--- src/rtl/regfile_multiport_sb.sv ---
// Integer register file with NUM_RD combinational read ports, two write lanes and a per-register busy scoreboard.
// Optional write-through forwarding on reads is enabled by defining RF_BYPASS_EN.
module regfile_multiport_sb #(
  parameter int RF_ADDR_LEN = 5,
  parameter int RF_DATA_LEN = 32,
  parameter int NUM_RD      = 2
) (
  input  logic                          clk,
  input  logic                          rst,
  input  logic [NUM_RD*RF_ADDR_LEN-1:0] rd_addr,
  output logic [NUM_RD*RF_DATA_LEN-1:0] rd_data,
  output logic [NUM_RD-1:0]             rd_busy,
  output logic                          hazard,
  input  logic                          iss_en,
  input  logic [RF_ADDR_LEN-1:0]        iss_rd,
  input  logic                          wb0_en,
  input  logic [RF_ADDR_LEN-1:0]        wb0_addr,
  input  logic [RF_DATA_LEN-1:0]        wb0_data,
  input  logic                          wb1_en,
  input  logic [RF_ADDR_LEN-1:0]        wb1_addr,
  input  logic [RF_DATA_LEN-1:0]        wb1_data
);

  localparam int DEPTH = 2 ** RF_ADDR_LEN;

  logic [RF_DATA_LEN-1:0] regs_q [DEPTH];
  logic [RF_DATA_LEN-1:0] regs_d [DEPTH];
  logic [DEPTH-1:0]       busy_q;
  logic [DEPTH-1:0]       busy_d;

  logic wb0_act_s;
  logic wb1_act_s;
  logic iss_act_s;

  assign wb0_act_s = wb0_en && (wb0_addr != {RF_ADDR_LEN{1'b0}});
  assign wb1_act_s = wb1_en && (wb1_addr != {RF_ADDR_LEN{1'b0}});
  assign iss_act_s = iss_en && (iss_rd != {RF_ADDR_LEN{1'b0}});

  // Next array and scoreboard state; lane 1 is applied last so it wins a same-address collision.
  always_comb begin
    for (int r = 0; r < DEPTH; r++) begin
      regs_d[r] = regs_q[r];
    end
    busy_d = busy_q;
    if (rst) begin
      for (int r = 0; r < DEPTH; r++) begin
        regs_d[r] = {RF_DATA_LEN{1'b0}};
      end
      busy_d = {DEPTH{1'b0}};
    end else begin
      if (wb0_act_s) begin
        regs_d[wb0_addr] = wb0_data;
      end else begin
        regs_d[0] = {RF_DATA_LEN{1'b0}};
      end
      if (wb1_act_s) begin
        regs_d[wb1_addr] = wb1_data;
      end else begin
        regs_d[0] = {RF_DATA_LEN{1'b0}};
      end
      // Issue beats writeback clear on the same register in the same cycle.
      for (int r = 1; r < DEPTH; r++) begin
        if (iss_act_s && (iss_rd == RF_ADDR_LEN'(r))) begin
          busy_d[r] = 1'b1;
        end else if ((wb0_en && (wb0_addr == RF_ADDR_LEN'(r))) ||
                     (wb1_en && (wb1_addr == RF_ADDR_LEN'(r)))) begin
          busy_d[r] = 1'b0;
        end else begin
          busy_d[r] = busy_q[r];
        end
      end
    end
    regs_d[0] = {RF_DATA_LEN{1'b0}};
    busy_d[0] = 1'b0;
  end

  // Array and scoreboard state registers.
  always_ff @(posedge clk) begin
    for (int r = 0; r < DEPTH; r++) begin
      regs_q[r] <= regs_d[r];
    end
    busy_q <= busy_d;
  end

  // Combinational read ports, x0 forced to zero and never busy.
  always_comb begin
    rd_data = {(NUM_RD*RF_DATA_LEN){1'b0}};
    rd_busy = {NUM_RD{1'b0}};
    for (int k = 0; k < NUM_RD; k++) begin
      logic [RF_ADDR_LEN-1:0] a;
      a = rd_addr[k*RF_ADDR_LEN +: RF_ADDR_LEN];
      if (a == {RF_ADDR_LEN{1'b0}}) begin
        rd_data[k*RF_DATA_LEN +: RF_DATA_LEN] = {RF_DATA_LEN{1'b0}};
        rd_busy[k] = 1'b0;
`ifdef RF_BYPASS_EN
      end else if (wb1_act_s && (wb1_addr == a)) begin
        rd_data[k*RF_DATA_LEN +: RF_DATA_LEN] = wb1_data;
        rd_busy[k] = iss_en && (iss_rd == a);
      end else if (wb0_act_s && (wb0_addr == a)) begin
        rd_data[k*RF_DATA_LEN +: RF_DATA_LEN] = wb0_data;
        rd_busy[k] = iss_en && (iss_rd == a);
`endif
      end else begin
        rd_data[k*RF_DATA_LEN +: RF_DATA_LEN] = regs_q[a];
        rd_busy[k] = busy_q[a];
      end
    end
  end

  assign hazard = |rd_busy;

endmodule
--- config.mk ---
export PLATFORM = sky130hd
export DESIGN_NAME = regfile_multiport_sb
export DESIGN_NICKNAME = d
export VERILOG_FILES = /design/src/rtl/regfile_multiport_sb.sv
export SDC_FILE = /design/constraint.sdc
export NUM_CORES = 2
export LEC_CHECK = 0
export CORE_MARGIN = 4
export CORE_UTILIZATION = 55
export CTS_CLUSTER_DIAMETER = 30
export DETAILED_ROUTE_END_ITERATION = 7
export PLACE_DENSITY = 0.73
export SLEW_MARGIN = 30
export SYNTH_ARGS = -nofsm -noshare
export SYNTH_HDL_FRONTEND = slang
export SYNTH_SLANG_ARGS = --single-unit
--- constraint.sdc ---
create_clock -name clk -period 2.1 [get_ports clk]
set_input_delay 0.315 -clock clk [delete_from_list [all_inputs] [get_ports clk]]
set_output_delay 0.315 -clock clk [all_outputs]
set_load 0.005 [all_outputs]
==> results_tabular.tex <==
\begin{tabular}{lr}
\hline
Metric & Value \\
\hline
\multicolumn{2}{l}{\textbf{Status}} \\
Run status & finished, violations left \\
Violated checks & design-rule violations, negative setup slack \\
\multicolumn{2}{l}{\textbf{Setup path}} \\
Startpoint of the lowest-slack register-to-register path & regs\_q[12][12] \\
Path depth of the worst reg2reg path & 3 \\
Setup slack of the most critical reg-to-reg path & about 1.1 ns \\
Max Fanout on Critical Path & 3 \\
Critical Path Sink Type & output pin \\
Worst setup path category & flip-flop to output pin \\
Arrival time of the worst setup path & between 2 and 3 ns \\
Required time of the worst setup path & 1.78 ns \\
Reg-to-Reg End & regs\_q[12][12] \\
Critical path startpoint category & flip-flop \\
\multicolumn{2}{l}{\textbf{STA}} \\
Final Skew & 0 ns \\
Final hold violations & 0 \\
Relative slew slack & 0.305 \\
Count of final setup violators & 68 \\
Fmax & 329 MHz \\
Tightest Pin Transition & 1.04 ns \\
Max-slew violations & 0 \\
Final setup margin & -0.939 ns \\
Min cycle time layout & about 3.0 ns \\
TNS Setup & -51.23 ns \\
Period utilisation layout & 1.45 \\
Setup repair after global routing missed its margin & yes \\
Hold slack & 0.177 ns \\
\multicolumn{2}{l}{\textbf{Route}} \\
Iteration-0 DRC count of the detailed router & 12846 \\
Post-route DRC violation count & 3 \\
Final WL & between 200 and 300 mm \\
Final ANT Viol Nets & 0 \\
Total via count in the routed design & 67857 \\
Detailed-route wire length per cell & roughly 31 um \\
Count of TritonRoute iterations in the first routing pass & 8 \\
Via density & 7.39 \\
\multicolumn{2}{l}{\textbf{Pwr}} \\
Power dissipated by switching net loads & 17.3 mW \\
Logic gate share of total power & 0.107 \\
Switching share of total power & 0.264 \\
Leakage power figure & between 30 and 40 nW \\
Internal power of the cells & a little under 50 mW \\
Flop pwr share & 0.307 \\
Maximum ir drop on the vdd rail & approximately 0.80 mV \\
Power Density & about 810 nW/um2 \\
Relative contribution of the clock network to total power & 0.586 \\
\multicolumn{2}{l}{\textbf{Logic synthesis}} \\
Cell variety after synth & 45 \\
Most common flop cell mapped by yosys & sky130\_fd\_sc\_hd\_\_dfxtp\_1 \\
Share of flip-flops with an asynchronous set or reset after synthesis & 0 \\
Syn Nets & 7259 \\
Number of instances in the synthesized netlist & slightly above 7000 \\
Library cell occupying the most area in the post-synthesis netlist & sky130\_fd\_sc\_hd\_\_dfxtp\_1 \\
Area contributors post-synth & sky130\_fd\_sc\_hd\_\_dfxtp\_1 (33\%), sky130\_fd\_sc\_hd\_\_mux4\_2 (14\%), sky130\_fd\_sc\_hd\_\_a211oi\_1 (9.4\%), sky130\_fd\_sc\_hd\_\_nor2\_1 (9.4\%), sky130\_fd\_sc\_hd\_\_mux2i\_1 (8.8\%) \\
Top cell type's share of synthesized area & 0.330 \\
Post-synthesis sequential element count & a little over 1000 \\
EDFF count, synth & 0 \\
Cell with the most instances after synthesis & sky130\_fd\_sc\_hd\_\_nor2\_1 \\
Yosys warnings & 0 \\
Sequential-to-total area share from yosys stat & 0.330 \\
Netlist area before placement & approximately 62000 um2 \\
Mapped Avg Cell Area & 8.66 um2 \\
Commonest cells in the netlist & sky130\_fd\_sc\_hd\_\_nor2\_1 (1550), sky130\_fd\_sc\_hd\_\_dfxtp\_1 (1023), sky130\_fd\_sc\_hd\_\_a211oi\_1 (780) \\
\multicolumn{2}{l}{\textbf{Cells and area}} \\
Area growth from synthesis to final layout & 30.4\% \\
Share of final-layout standard cells stronger than drive strength 1 & 0.289 \\
Number of standard cells in the final layout excluding fillers & roughly 9200 \\
Final net count & between 7000 and 8000 \\
\multicolumn{2}{l}{\textbf{Place}} \\
Post-placement worst setup slack & -0.992 ns \\
Final weighted congestion in routability-driven placement & around 1.0 \\
Cell count after placement & approximately 8700 \\
Port Buffers & 160 \\
HPWL after DPL & $\sim$190 mm \\
\multicolumn{2}{l}{\textbf{Die}} \\
Die area & $\sim$120000 um2 \\
Horizontal die dimension & about 340 um \\
Starting density of the core & 0.557 \\
Core region area & around 110000 um2 \\
Number of placement rows & approximately 120 \\
I/O pins & 161 \\
Die Y-Extent & $\sim$340 um \\
\multicolumn{2}{l}{\textbf{Global route}} \\
Maximum number of pins on one net before global-route repair & 100 \\
Initial antenna violation count & 6 \\
Wire length of the first global-routing pass & approximately 420 mm \\
Vias in the first global route & 65630 \\
Global route overflow & 0 \\
Total GRT Usage & 0.471 \\
\multicolumn{2}{l}{\textbf{Clock tree}} \\
Clock-pin transition on the worst setup and hold timing paths & 0.05 ns \\
CTS tree & done \\
Clock Root Buffer & sky130\_fd\_sc\_hd\_\_clkbuf\_16 \\
Clock insertion delay at the later pin of the skew report & roughly 0.83 ns \\
Clock buffer count from CTS & roughly 230 \\
Total number of clock tree sinks & about 1000 \\
Number of buffers on the longest clock path & 3 \\
Number of H-tree branching levels & 4 \\
\multicolumn{2}{l}{\textbf{Worst hold path}} \\
Hold endpoint & regs\_q[2][30] \\
Type of the most critical hold path & input pin to flip-flop \\
WHS Path Cells & 4 \\
Worst Hold Launch & wb0\_en \\
\multicolumn{2}{l}{\textbf{Flow run}} \\
Number of max-capacitance violations reported & 0 \\
\hline
\end{tabular}
[per-stage QoR]
step	util	power (mW)	cell area [um2]
after CTS	0.725	65.0	80800
final	0.727	65.7	81000
after detailed placement	0.648	27.1	72200
after global routing	0.727	66.6	81000
after global placement	0.648	27.0	72200
after floorplan	-	23.8	62300
[cell type report]
cell class / instances / area (um2)
Multi-Input combinational cell: 5221 / 38600
Fill cell: 7584 / 30500
Sequential cell: 1023 / 20700
Timing Repair Buffer: 1021 / 11600
Clock buffer: 283 / 6250
Clock inverter: 144 / 2030
Tap cell: 1488 / 1860
Inverter: 2 / 7.51
Antenna cell: 1 / 2.50
[sequential cells by signal (all words and copies together) (netlist names)]
| register | count |
|---|---|
| regs_q | 992 |
| busy_q | 31 |
[cell families (layout without fill, tap and decap cells)]
family                 after synthesis  count (layout)  synth area share
AOI/OAI and AO/OA                 1832            1832             0.207
buffers and inverters              921            1450            0.0622
DFF                               1023            1023             0.330
muxes                             1067            1067             0.253
other                                0               1                 0
and+or+nand+nor                   2322            2322             0.147
[worst max path at each step]
stage	startpoint	to	slack, ns
global route	regs_q[23][15]	rd_data[47]	-0.95
finish	regs_q[27][15]	rd_data[47]	-0.94
floorplan	rd_addr[0]	rd_data[0]	0.002
detailed placement	rd_addr[5]	rd_data[54]	-0.99
global placement	rd_addr[5]	rd_data[54]	-0.94
CTS	regs_q[23][15]	rd_data[47]	-0.88
[power by group through the flow]
stage	combinational [mW]	sequential, mW	clock, mW
finish	7.00	20.2	38.5
global route	7.06	20.2	39.4
CTS	6.60	20.2	38.3
detailed placement	6.55	20.5	0
global placement	6.47	20.5	0
floorplan	3.37	20.4	0
[metal layers]
layer / wire [um] / up-vias / GRT usage
met4: 26200 / 10 / 0.345
met3: 48800 / 1986 / 0.198
met5: 68 / - / 0
li1: - / 27260 / -
met2: 116000 / 6564 / 0.658
met1: 97600 / 32037 / 0.580
[what timing repair did]
item                       4_1_cts  5_1_grt
gates resized for setup        495       68
hold endpoints to repair        21        0
pin swaps                       64       19
hold buffers                     1        0
setup buffers                   13        5
setup endpoints to repair       67       67
[worst max-delay path, stage by stage (launching register included)]
cell and delay [ns]:
sky130_fd_sc_hd__dfxtp_1 0.33, sky130_fd_sc_hd__mux4_2 0.49, sky130_fd_sc_hd__mux4_2 0.61, sky130_fd_sc_hd__nand2_1 0.11
sky130_fd_sc_hd__o21ai_1 0.07, sky130_fd_sc_hd__buf_4 0.18, sky130_fd_sc_hd__buf_6 0.12
[layout by cell type (no fill, tap or decap), types with 10 or more instances in the layout]
cell type                         instances
sky130_fd_sc_hd__buf_4                  560
sky130_fd_sc_hd__bufinv_16               38
sky130_fd_sc_hd__o2111ai_1               64
sky130_fd_sc_hd__nand2_2                 94
sky130_fd_sc_hd__dfxtp_1                871
sky130_fd_sc_hd__o221ai_1                63
sky130_fd_sc_hd__clkinv_2                30
sky130_fd_sc_hd__a21oi_1                445
sky130_fd_sc_hd__o21ai_2                 34
sky130_fd_sc_hd__mux4_2                 390
sky130_fd_sc_hd__buf_2                   60
sky130_fd_sc_hd__buf_12                 304
sky130_fd_sc_hd__clkinvlp_4              34
sky130_fd_sc_hd__clkbuf_8                34
sky130_fd_sc_hd__a211oi_1               780
sky130_fd_sc_hd__nand2_1                420
sky130_fd_sc_hd__a32oi_1                 29
sky130_fd_sc_hd__nor2_1                1546
sky130_fd_sc_hd__o211ai_2                20
sky130_fd_sc_hd__clkdlybuf4s50_1         81
sky130_fd_sc_hd__dfxtp_2                152
sky130_fd_sc_hd__clkbuf_1                21
sky130_fd_sc_hd__inv_6                   22
sky130_fd_sc_hd__a22oi_1                 66
sky130_fd_sc_hd__nor2b_1                 10
sky130_fd_sc_hd__clkbuf_16              228
sky130_fd_sc_hd__mux2_2                 133
sky130_fd_sc_hd__o21ai_0                 54
sky130_fd_sc_hd__nand3_1                176
sky130_fd_sc_hd__clkinv_4                10
sky130_fd_sc_hd__nand2_4                 12
sky130_fd_sc_hd__a311oi_1               212
sky130_fd_sc_hd__mux2i_1                543
sky130_fd_sc_hd__o211ai_1                15
sky130_fd_sc_hd__o21ai_4                 14
sky130_fd_sc_hd__o21ai_1                 24
No activity file was read; power rests on OpenSTA's default activity.
